<file path="src/rtl/alu_arbiter.sv">
// Round-robin front end that shares one external ALU among NUM_REQ requesters.
// One operation in flight; results return on a single id-tagged valid/ready channel.
package definitions;
    typedef enum logic [3:0] {
        ADD = 4'd0,
        SUB,
        MUL,
        DIV,
        SL,
        SR,
        AND,
        OR,
        NOT,
        XOR
    } opcodes_t;
endpackage

module alu_arbiter
    import definitions::*;
#(
    parameter int NUM_REQ       = 4,
    parameter int DATASIZE      = 8,
    parameter int OUTPUTSIZE    = 2*DATASIZE,
    parameter int MULDIV_CYCLES = 3,
    parameter int ID_W          = $clog2(NUM_REQ)
) (
    input  logic                                 clk,
    input  logic                                 rst,
    input  logic [NUM_REQ-1:0]                   req_valid,
    output logic [NUM_REQ-1:0]                   req_ready,
    input  logic [NUM_REQ*DATASIZE-1:0]          req_in1,
    input  logic [NUM_REQ*DATASIZE-1:0]          req_in2,
    input  logic [NUM_REQ*$bits(opcodes_t)-1:0]  req_opcode,
    output logic [DATASIZE-1:0]                  alu_in1,
    output logic [DATASIZE-1:0]                  alu_in2,
    output opcodes_t                             alu_opcode,
    input  logic [OUTPUTSIZE-1:0]                alu_result,
    output logic                                 rsp_valid,
    input  logic                                 rsp_ready,
    output logic [OUTPUTSIZE-1:0]                rsp_data,
    output logic [ID_W-1:0]                      rsp_id,
    output logic                                 rsp_err,
    output logic                                 busy
);

    localparam int OPW   = $bits(opcodes_t);
    localparam int CNT_W = (MULDIV_CYCLES > 1) ? $clog2(MULDIV_CYCLES) : 1;

    localparam logic [CNT_W-1:0] CNT_MD  = CNT_W'(MULDIV_CYCLES - 1);
    localparam logic [ID_W:0]    NREQ    = (ID_W+1)'(NUM_REQ);
    localparam logic [ID_W-1:0]  LAST_ID = ID_W'(NUM_REQ - 1);

    typedef enum logic [1:0] {
        IDLE,
        EXEC,
        RESP
    } state_t;

    state_t state_q;
    state_t state_d;

    logic [ID_W-1:0]     rr_ptr;
    logic [DATASIZE-1:0] in1_q;
    logic [DATASIZE-1:0] in2_q;
    opcodes_t            op_q;
    logic [ID_W-1:0]     id_q;
    logic [CNT_W-1:0]    cnt_q;

    logic [DATASIZE-1:0] in1_a [NUM_REQ];
    logic [DATASIZE-1:0] in2_a [NUM_REQ];
    opcodes_t            op_a  [NUM_REQ];

    for (genvar i = 0; i < NUM_REQ; i++) begin : g_unpack
        assign in1_a[i] = req_in1[i*DATASIZE +: DATASIZE];
        assign in2_a[i] = req_in2[i*DATASIZE +: DATASIZE];
        assign op_a[i]  = opcodes_t'(req_opcode[i*OPW +: OPW]);
    end

    // Rotating priority scan starting at rr_ptr.
    logic            found;
    logic [ID_W-1:0] grant_id;
    logic [ID_W:0]   idx;

    always_comb begin
        found    = 1'b0;
        grant_id = '0;
        idx      = '0;
        for (int k = 0; k < NUM_REQ; k++) begin
            idx = {1'b0, rr_ptr} + (ID_W+1)'(k);
            if (idx >= NREQ) begin
                idx = idx - NREQ;
            end
            if (!found && req_valid[idx[ID_W-1:0]]) begin
                found    = 1'b1;
                grant_id = idx[ID_W-1:0];
            end
        end
    end

    logic is_md;
    logic bad_op;
    logic div0;
    logic err_d;

    assign is_md  = (op_a[grant_id] == MUL) || (op_a[grant_id] == DIV);
    assign bad_op = (op_q > XOR);
    assign div0   = (op_q == DIV) && (in2_q == '0);

    always_comb begin
        err_d = 1'b0;
        unique case (1'b1)
            div0:    err_d = 1'b1;
            bad_op:  err_d = 1'b1;
            default: err_d = 1'b0;
        endcase
    end

    logic do_grant;
    logic do_done;
    logic do_accept;

    always_comb begin
        state_d   = state_q;
        req_ready = '0;
        do_grant  = 1'b0;
        do_done   = 1'b0;
        do_accept = 1'b0;
        unique case (state_q)
            IDLE: begin
                if (found) begin
                    req_ready[grant_id] = 1'b1;
                    do_grant            = 1'b1;
                    state_d             = EXEC;
                end
            end
            EXEC: begin
                if (cnt_q == '0) begin
                    do_done = 1'b1;
                    state_d = RESP;
                end
            end
            RESP: begin
                if (rsp_ready) begin
                    do_accept = 1'b1;
                    state_d   = IDLE;
                end
            end
            default: state_d = IDLE;
        endcase
    end

    always_ff @(posedge clk) begin
        if (rst) begin
            state_q <= IDLE;
        end else begin
            state_q <= state_d;
        end
    end

    always_ff @(posedge clk) begin
        if (rst) begin
            rr_ptr <= '0;
            in1_q  <= '0;
            in2_q  <= '0;
            op_q   <= ADD;
            id_q   <= '0;
            cnt_q  <= '0;
        end else begin
            if (do_grant) begin
                in1_q <= in1_a[grant_id];
                in2_q <= in2_a[grant_id];
                op_q  <= op_a[grant_id];
                id_q  <= grant_id;
                cnt_q <= is_md ? CNT_MD : '0;
            end else if (state_q == EXEC && cnt_q != '0) begin
                cnt_q <= cnt_q - 1'b1;
            end
            if (do_accept) begin
                rr_ptr <= (id_q == LAST_ID) ? '0 : id_q + 1'b1;
            end
        end
    end

    always_ff @(posedge clk) begin
        if (rst) begin
            rsp_data <= '0;
            rsp_id   <= '0;
            rsp_err  <= 1'b0;
        end else if (do_done) begin
            rsp_id   <= id_q;
            rsp_err  <= err_d;
            rsp_data <= err_d ? '0 : alu_result;
        end
    end

    assign alu_in1    = in1_q;
    assign alu_in2    = in2_q;
    assign alu_opcode = op_q;
    assign rsp_valid  = (state_q == RESP);
    assign busy       = (state_q != IDLE);

endmodule

</file>
<file path="config.mk">
export PLATFORM = sky130hd
export DESIGN_NAME = alu_arbiter
export DESIGN_NICKNAME = d
export VERILOG_FILES = /design/src/rtl/alu_arbiter.sv
export SDC_FILE = /design/constraint.sdc
export NUM_CORES = 1
export LEC_CHECK = 0
export CAP_MARGIN = 15
export CORE_UTILIZATION = 38
export CTS_CLUSTER_SIZE = 25
export DETAILED_ROUTE_END_ITERATION = 7
export PLACE_DENSITY = 0.79
export SKIP_LAST_GASP = 1
export SYNTH_ARGS = -nofsm -noshare
export SYNTH_HDL_FRONTEND = slang
export SYNTH_SLANG_ARGS = --single-unit
</file>
<file path="constraint.sdc">
create_clock -name clk -period 2.3 [get_ports clk]
set_input_delay 0.23 -clock clk [delete_from_list [all_inputs] [get_ports clk]]
set_output_delay 0.23 -clock clk [all_outputs]
set_load 0.005 [all_outputs]
</file>
; Yosys cells after proc, flatten, opt, wreduce, memory -nomap -nowiden
; Index checks and enable logic that the tools add are counted.
[classes]
n_addsub = 9
magnitude_cmp = 12
n_eq_ne = 9
muxes = 49
bitwise_logic = 1
n_reduce_logical = 18
[op_table]
columns = op, n
row1 = 8-bit binary-select mux with 2-bit select, 2
row2 = 8-bit 2-to-1 mux, 4
row3 = 2-bit 2-to-1 mux, 15
row4 = 1-bit 2-to-1 mux, 16
row5 = 16-bit 2-to-1 mux, 1
row6 = 4-bit 2-to-1 mux, 4
row7 = 2-bit by 3-bit < comparator with 1-bit output (second input constant), 5
row8 = 4-bit by 2-bit equality test with 1-bit output (second input constant), 3
row9 = 3-bit >= comparator (second input constant), 4
row10 = 2-bit by 1-bit subtractor with 2-bit output (second input constant), 5
row11 = 1-bit binary-select mux with 2-bit select, 4
row12 = 4-bit binary-select mux with 2-bit select, 1
row13 = 8-bit zero test, 1
row14 = 2-bit by 2-bit adder with 3-bit output (second input constant), 2
row15 = 1-bit logical AND, 6
row16 = 2-bit one-hot mux with 3 select lines, 1
row17 = 2-bit nonzero test, 3
row18 = 2-bit equality test (second input constant), 2
row19 = 4-bit > comparator (second input constant), 1
row20 = 2-bit zero test, 2
row21 = 2-bit inequality test (second input constant), 2
row22 = 2-bit by 1-bit adder with 3-bit output (second input constant), 1
row23 = 2-bit by 3-bit >= comparator with 1-bit output (second input constant), 1
row24 = 1-bit zero test, 3
row25 = other kinds (9), 9
[word_totals]
regBits = 47
in_bits = 103
output_inout_bits = 45

; Logic depth before layout (Yosys ltp)
; Gate-level depths: netlist of the first run.
[depth]
depth_word = 22
depth_mapped = 7

; Least setup slack after synthesis of the first run
; Ideal clock, no wire load.
[synth_path]
kind = register to register
start = register rr_ptr[0]
end = register op_q[0] (netlist: alu_opcode[0])
setup_ps = 70
arrival_ps = 1587
setup_slack_ps = 642
path_stages_with_launch = 8
n_path_buf = 1
cell_sequence = dfxtp_1 nand2b_1 a21oi_1 clkbuf_1 o21ai_0 and3_1 a311o_1 a21oi_1
[synth_between]
elab_chain_len = 18
word_cells_on_any_way = 43
cone_classes = add/sub: 7 / order compare: 4 / mux: 25 / bitwise: 1 / reduce/logical: 6
[synth_rtl]
columns = item, line_no
row1 = from (decl), 62  ; logic [ID_W-1:0] rr_ptr;
row2 = from (signal assigned), 179  ; rr_ptr <= (id_q == LAST_ID) ? '0 : id_q + 1'b1;
row3 = "parallel branches: the longest is 18 deep, another holds 2-bit by 1-bit adder with 3-bit output", n/a
row4 = to (signal assigned), 172  ; op_q <= op_a[grant_id];
row5 = to (decl), 65  ; opcodes_t op_q;
; Parallel ways; which one is timed is not known. The select of a mux whose other input is x is not followed.
; A chain may end at the register's enable or synchronous reset.

; Final worst setup path of the first run
[layout_path]
start = input req_valid[0]
end = output req_ready[2]
[layout_between]
elab_chain_len = 18
word_cells_on_any_way = 29
cone_classes = order compare: 2 / mux: 20 / reduce/logical: 7
[layout_rtl]
columns = item, line_no
row1 = from (decl), 29  ; input logic [NUM_REQ-1:0] req_valid,
row2 = 1-bit binary-select mux with 2-bit select, 93  ; if (!found && req_valid[idx[ID_W-1:0]]) begin
row3 = 1-bit 2-to-1 mux (implied by the code), 93
row4 = 1-bit 2-to-1 mux, 93
row5 = 1-bit zero test, 93
row6 = 1-bit logical AND, 93
row7 = 1-bit 2-to-1 mux, 93
row8 = 1-bit zero test, 93
row9 = 1-bit logical AND, 93
row10 = (+2 left out), n/a
row11 = 1-bit logical AND, 93
row12 = 2-bit 2-to-1 mux, 93
row13 = 2-bit by 3-bit < comparator with 1-bit output (implied by the code) or 2-bit by 1-bit >= comparator with 1-bit output (tied branches), 131  ; req_ready[grant_id] = 1'b1;
row14 = 1-bit logical AND (implied by the code), 131
row15 = 1-bit 2-to-1 mux (implied by the code), 131
row16 = 1-bit demux with 2-bit select, 131
row17 = 4-bit 2-to-1 mux (*), 130  ; if (found) begin
row18 = 4-bit 2-to-1 mux (*), 128  ; unique case (state_q)
row19 = to (decl), 30  ; output logic [NUM_REQ-1:0] req_ready,
; Every way passes the cells marked *; elsewhere a longest branch is shown, timed or not. The select of a mux whose other input is x is not followed.

==> results.txt, run 1 <==
Top-Level Pins = 148
Reg2Reg Setup Slack = 0.23 ns
FF/Latch Area = 943 µm²
Net Count, Synth = 440
Fillers = 528
Die X = 83.3 µm
gr ovfl total = 0
clock latency on the worst-skew pair = 0.30 ns
maximum VDD drop = 821 µV
FF-to-FF path depth = 9
Final Setup Violations = 0
Synthesis Warnings = 0
CP arrival = 2.03 ns
Peak Freq = 442 MHz
Yosys top cell area share = 37.5%
global-route wire length before repair = 14.1 mm
clk sinks = 47
Yosys reg bits = 47
Clock Skews = 0.00536 ns
PortBufs = 147
async set-or-reset flop fraction in the synthesized netlist = 0%
CTS H-tree lvls = 2
minimum clock period = 2.26 ns
GPL Wtd Cong = 0.848
routed wire length = 8.86 mm
Yosys cell types = 37
PD cells = 626 nW/µm²
Avg WL per Cell = 15.6 µm
crit-path max FO = 3
RSZ-0062 raised after global routing = yes
max-slew violation count = 0
Syn-to-layout area delta = 72.6%
1st-pass router iterations = 5
clk buf depth = 2
CTS clock-pin slew for the worst setup and hold paths = 0.09 ns
Worst Path Required = 2.07 ns
worst-margin pin slew = 1.09 ns
Total Nets Final = 596
leakage power = 1.71 nW
Initial Util = 39.5%
CTS tree = built
Die Y = 83.3 µm
setup TNS after final layout = 0 ns
Die Area = 6930 µm²
# diodes = 0
largest net degree at the start of global routing = 27
hold path depth = 2
core area = 6350 µm²
post-synthesis sequential area ratio = 37.5%
reg2reg end = alu_in2[2]
top cells by area, synth = dfxtp_1 (38%), nand2_1 (7.6%), a21oi_1 (6.2%), a311o_1 (6.0%), a22oi_1 (5.7%)
Final Cycle Share = 98.4%
cell count after synthesis = 335
ys flop type = dfxtp_1
fin util = 68.2%
vias post-DR = 3095
footprint of the multi-input gates = 1440 µm²
outcome = complete, no violations
Setup Buffers After CTS = 0
DRC violations left = 0
clock buffer count from CTS = 5
Post-DRT Antenna Nets = 0
layout cells sized above 1 = 10.2%
final hold vios = 0
Avg Inst Size Synth = 7.49 µm²
row cnt = 29
initial antenna violation count = 0
Min-Delay Endpoint = alu_in1[2]
top cell type by total area after synthesis = dfxtp_1
WS Path Type = in2out
most numerous cell in the Yosys netlist = nand2_1
maxcap violations = 0
vias in the first global route = 2947
DP HPWL = 6.77 mm
Post-synth EDFFs = 0
worst r2r src = rr_ptr[0]
Root Buffer = clkbuf_8
Iteration-0 DRC Markers = 120
Cell Area, Synth = 2510 µm²
Hold Crit Class = reg2reg
Vias per Instance = 5.44
element type at the critical path end = primary output
synth cell count leaders = nand2_1 (51), dfxtp_1 (47), nor2_1 (33), a21oi_1 (31), nand3_1 (25)
Total GRT Usage = 25.0%
max_slew headroom = 27.2%
hold path startpoint = alu_in1[2]
Critical Path Start Type = primary input
==> report_power, final <==
group          switching, mW  internal, mW  leakage [nW]
Combinational          0.442         0.577          1.26
Clock                  0.271         0.434        0.0654
Sequential            0.0671         0.919         0.387
==> per-stage QoR <==
stage,power [mW],instances,setup slack (ns),hold WS [ns],cell area (µm²)
final,2.71,569,0.0373,0.459,4330
after CTS,2.72,569,-0.0315,0.462,4310
after global routing,2.86,569,-0.0756,0.485,4330
after global placement,2.00,561,-0.0736,0.445,4170
after detailed placement,2.01,561,-0.0911,0.450,4170
after floorplan,1.45,335,0.642,0.378,2510
==> critical path: stages <==
cell and delay [ns]:
clkdlybuf4s50_1 0.54, nand2b_1 0.14, a21oi_2 0.19, buf_4 0.13
a211oi_2 0.05, nor3_2 0.21, clkdlybuf4s50_1 0.54
==> worst max-delay path by stage <==
stage,slack (ns),depth (start not counted),start,end
after floorplan,0.64,7,rr_ptr[0],alu_opcode[0]
after global placement,-0.07,5,req_valid[3],req_ready[1]
after detailed placement,-0.09,5,req_valid[3],req_ready[1]
after CTS,-0.03,6,req_valid[1],req_ready[0]
after global routing,-0.08,7,req_valid[0],req_ready[2]
final,0.04,7,req_valid[0],req_ready[2]
==> kinds of logic after synthesis <==
group           Yosys count  share of synthesized area, %
compound gates          100                          26.4
xor+xnor                  1                         0.349
fa+ha+maj                 2                         0.997
buf+inv                  33                          5.84
flops                    47                          37.5
mux                       3                          1.20
simple gates            149                          27.7
==> registers in the layout (all words and copies together) (netlist names) <==
name        flops
cnt_q           2
alu_opcode      4
state_q         2
alu_in1         8
alu_in2         8
rr_ptr          2
rsp_err         1
rsp_data       16
rsp_id          2
id_q            2
==> metal layers <==
layer | GRT usage, % | wire (µm) | vias up | part of all wire (%)
li1 | - | - | 1516 | -
met1 | 31.1 | 3930 | 1438 | 44
met2 | 42.1 | 4050 | 123 | 46
met3 | 6.76 | 655 | 18 | 7.4
met4 | 7.21 | 222 | 0 | 2.5
met5 | 0 | 0 | - | 0
==> repair_timing <==
item                                    4_1_cts  5_1_grt
hold endpoints to repair                      0        0
hold buffers                                  0        0
pin swaps                                     1        2
endpoints found under the setup margin        4        2
gates resized for setup                       5        5
==> area by class of cell <==
type | count | share of cell area (%)
sequential | 47 | 21.8
tap | 77 | 2.22
clock buffer | 6 | 1.68
inverter | 5 | 0.433
timing repair buffer | 177 | 39.2
multi-input combinational | 255 | 33.3
clock inverter | 2 | 1.39
==> cell usage in the layout, fill, tap and decap left out, drive strengths merged, types with 6 or more instances in the layout <==
cell / Yosys / layout
a21oi: 31 / 31
nor2: 33 / 33
a22oi: 19 / 19
nand2: 53 / 53
and3: 18 / 18
clkbuf: 19 / 6
nand3: 25 / 25
clkdlybuf4s50: 0 / 144
o21ai: 23 / 23
nor3: 7 / 7
a311o: 15 / 15
buf: 9 / 30
dfxtp: 47 / 47
Power figures use the tool's default switching activity.
==> inputs of run 2 (changes only) <==
- ABC_AREA: default -> 1
- CORE_UTILIZATION: 38 -> 41
- PLACE_DENSITY: 0.79 -> 0.8
- SLEW_MARGIN: default -> 40
==> run 2 against run 1 <==
Non-clock buffer count is 7 higher. Setup slack better by 0.032 ns. Global-route usage is 0.54 points lower. Cell area is 13% higher. Synthesized cell count is 39% higher. Via count is 15% higher. Combinational power grew to 2.7 times the previous value. First-iteration DRC count is 53% higher. Highest routed layer unchanged. Flip-flop and latch count stayed put.
==> results.txt, run 2 <==
DR WL met3 = 695 µm
combinational family with the most area after synthesis = simple AND/OR/NAND/NOR gates
Metal-1 WL = 3.61 mm
Total Nets Final = 739
clock buffer count from CTS = 5
final hold vios = 0
routed wire length = 9.37 mm
row cnt = 30
Die Y = 86.7 µm
DRC violations left = 0
GPL Wtd Cong = 0.909
CTS H-tree lvls = 2
minimum clock period = 2.23 ns
mux cell area share after synthesis = 0%
RSZ-0062 raised after global routing = yes
footprint of the multi-input gates = 1690 µm²
Cell Area, Synth = 2940 µm²
leakage power = 2.25 nW
FF/Latch Area = 946 µm²
element type at the critical path end = primary output
Hold Crit Class = in2reg
Initial Util = 42.8%
CP max stage delay = 0.37 ns
Critical Path Start Type = flop
most numerous cell in the Yosys netlist = nand2_1
clk buf depth = 2
largest net degree at the start of global routing = 44
vias post-DR = 3554
# diodes = 0
Yosys reg bits = 47
Post-synth EDFFs = 0
CP delay by family, top = buffers and inverters
Die Area = 7510 µm²
Post-DRT Antenna Nets = 0
async set-or-reset flop fraction in the synthesized netlist = 0%
Simple-Gate Fraction of Synth Area = 38.3%
commonest non-fill, non-tap cell in the layout = nand2_1
Final Cycle Share = 97.0%
Peak Freq = 448 MHz
WP buf/inv = 6
Vias per Instance = 4.86
outcome = complete, no violations
crit-path cells = buf_4 -> nand2_4 -> nand3_2 -> nand2_2 -> buf_4 -> nor2_4 -> buf_4 -> nand3_4 -> nand2_4 -> buf_6 -> inv_4 -> nand2_2 -> nor2_1 -> buf_2
CP dominant cell by count = buf_4
gr ovfl total = 0
Synthesis Warnings = 0
top cell type by total area after synthesis = dfxtp_1
slowest CP cell = dfxtp_4
Iteration-0 DRC Markers = 183
Power, Total = 4.50 mW
1st-pass router iterations = 4
setup TNS after final layout = 0 ns
final instance count without filler cells = 731
Clock Skews = 0.0114 ns
Syn-to-layout area delta = 66.9%
DR WL met2 = 4.82 mm
post-synthesis adder-cell area fraction = 0.851%
CTS tree = built
maxcap violations = 0
Root Buffer = clkbuf_8
uppermost routed layer = met4
Yosys cell types = 29
clock latency on the worst-skew pair = 0.31 ns
placed insts = 711
vias in the first global route = 3315
max-slew violation count = 0
Net Count, Synth = 572
Final Setup Violations = 0
core area = 6870 µm²
WS Path Type = reg2out
ys flop type = dfxtp_1
Post-Synth XOR/XNOR Area = 0%
clk sinks = 47
Worst Path Required = 2.07 ns
Yosys top cell area share = 32.0%
Avg WL per Cell = 12.8 µm
layout cells sized above 1 = 15.3%
Die X = 86.7 µm
PD cells = 917 nW/µm²
global-route wire length before repair = 14.5 mm
maximum VDD drop = 736 µV
most frequent cells in the layout = nand2_1 (156), clkdlybuf4s50_1 (143), inv_1 (60)
PortBufs = 147
fin util = 71.5%
top cells by area, synth = dfxtp_1 (32%), nand2_1 (21%), inv_1 (7.7%), nand3_1 (7.0%), a21oi_1 (4.6%)
CTS clock-pin slew for the worst setup and hold paths = 0.10 ns
Fillers = 582
cell count after synthesis = 467
largest reg by FF count = rsp_data
number of flip-flops in the largest register = 16
DP HPWL = 7.00 mm
CP arrival = 2.00 ns
Total GRT Usage = 24.4%
Avg Inst Size Synth = 6.30 µm²
worst-margin pin slew = 0.462 ns
crit-path max FO = 3
compound-gate portion of the synthesized area = 15.4%
synth cell count leaders = nand2_1 (162), inv_1 (60), dfxtp_1 (47), nand3_1 (41), nor2_1 (34)
post-synthesis sequential area ratio = 32.0%
initial antenna violation count = 0
max_slew headroom = 69.1%
Top-Level Pins = 148
-- run 2: cell types whose count changed after synthesis, sizes merged, moves of 9 or more --
| cell | previous run | this run |
|---|---|---|
| and3 | 18 | 0 |
| a311o | 15 | 0 |
| clkbuf | 19 | 6 |
| inv | 5 | 64 |
| o211ai | 0 | 20 |
| o21ai | 23 | 13 |
| buf | 9 | 18 |
| a22oi | 19 | 0 |
| nand2 | 53 | 173 |
| nand3 | 25 | 43 |
-- run 2: tightest hold or removal path: stages --
cell             delay [ns]
clkdlybuf4s50_1        0.39
nand2_1                0.06
a21oi_1                0.05
-- run 2: repair_timing --
action / 4_1_cts / 5_1_grt
gates resized for setup: 20 / 32
buffers inserted: 3 / 7
hold endpoints to repair: 0 / 0
gates cloned: 0 / 2
setup endpoints to repair: 4 / 25
pin swaps: 2 / 15
hold buffers: 0 / 0
-- run 2: logic make-up (layout without fill, tap and decap cells) --
logic type | count (synthesis) | in the layout
AND/OR/NAND/NOR | 261 | 261
buffers and inverters | 88 | 256
AO/OA/AOI/OAI | 69 | 69
flip-flops | 47 | 47
adder cells (fa/ha/maj) | 2 | 2
-- run 2: layout make-up --
cell class	instances	area share, %
Clock buffer	5	1.40
Clock inverter	3	0.484
Inverter	64	5.10
Multi-Input combinational cell	332	34.4
Sequential cell	47	19.3
Tap cell	96	2.45
Timing Repair Buffer	184	36.9
-- run 2: through the flow --
stage,hold slack (ns),worst slack [ns],instance area [µm²]
finish,0.466,0.0691,4910
detailed placement,0.456,-0.187,4580
global route,0.464,-0.0504,4910
CTS,0.463,0.00936,4740
floorplan,0.375,0.497,2940
global placement,0.450,-0.187,4580
-- run 2: metal layers --
layer / vias to the layer above / track usage [%]
met2: 133 / 43.4
met5: - / 0
met1: 1586 / 27.4
met4: 0 / 8.64
met3: 24 / 7.62
li1: 1811 / -
-- run 2: power by group --
part           switching (mW)  internal (mW)  leakage (nW)
registers               0.167           1.06         0.388
logic                    1.40           1.35          1.82
clock network           0.300          0.218        0.0408
total                    1.87           2.63          2.25
-- run 2: final timing paths --
path            startpoint      endpoint  slack [ns]  cells past startpoint
max              rr_ptr[0]  req_ready[1]        0.07                     14
min reg2reg    rsp_data[4]   rsp_data[4]        0.47                      2
max reg2reg      rr_ptr[0]      cnt_q[1]        0.10                     17
min          alu_result[0]   rsp_data[0]        0.47                      3
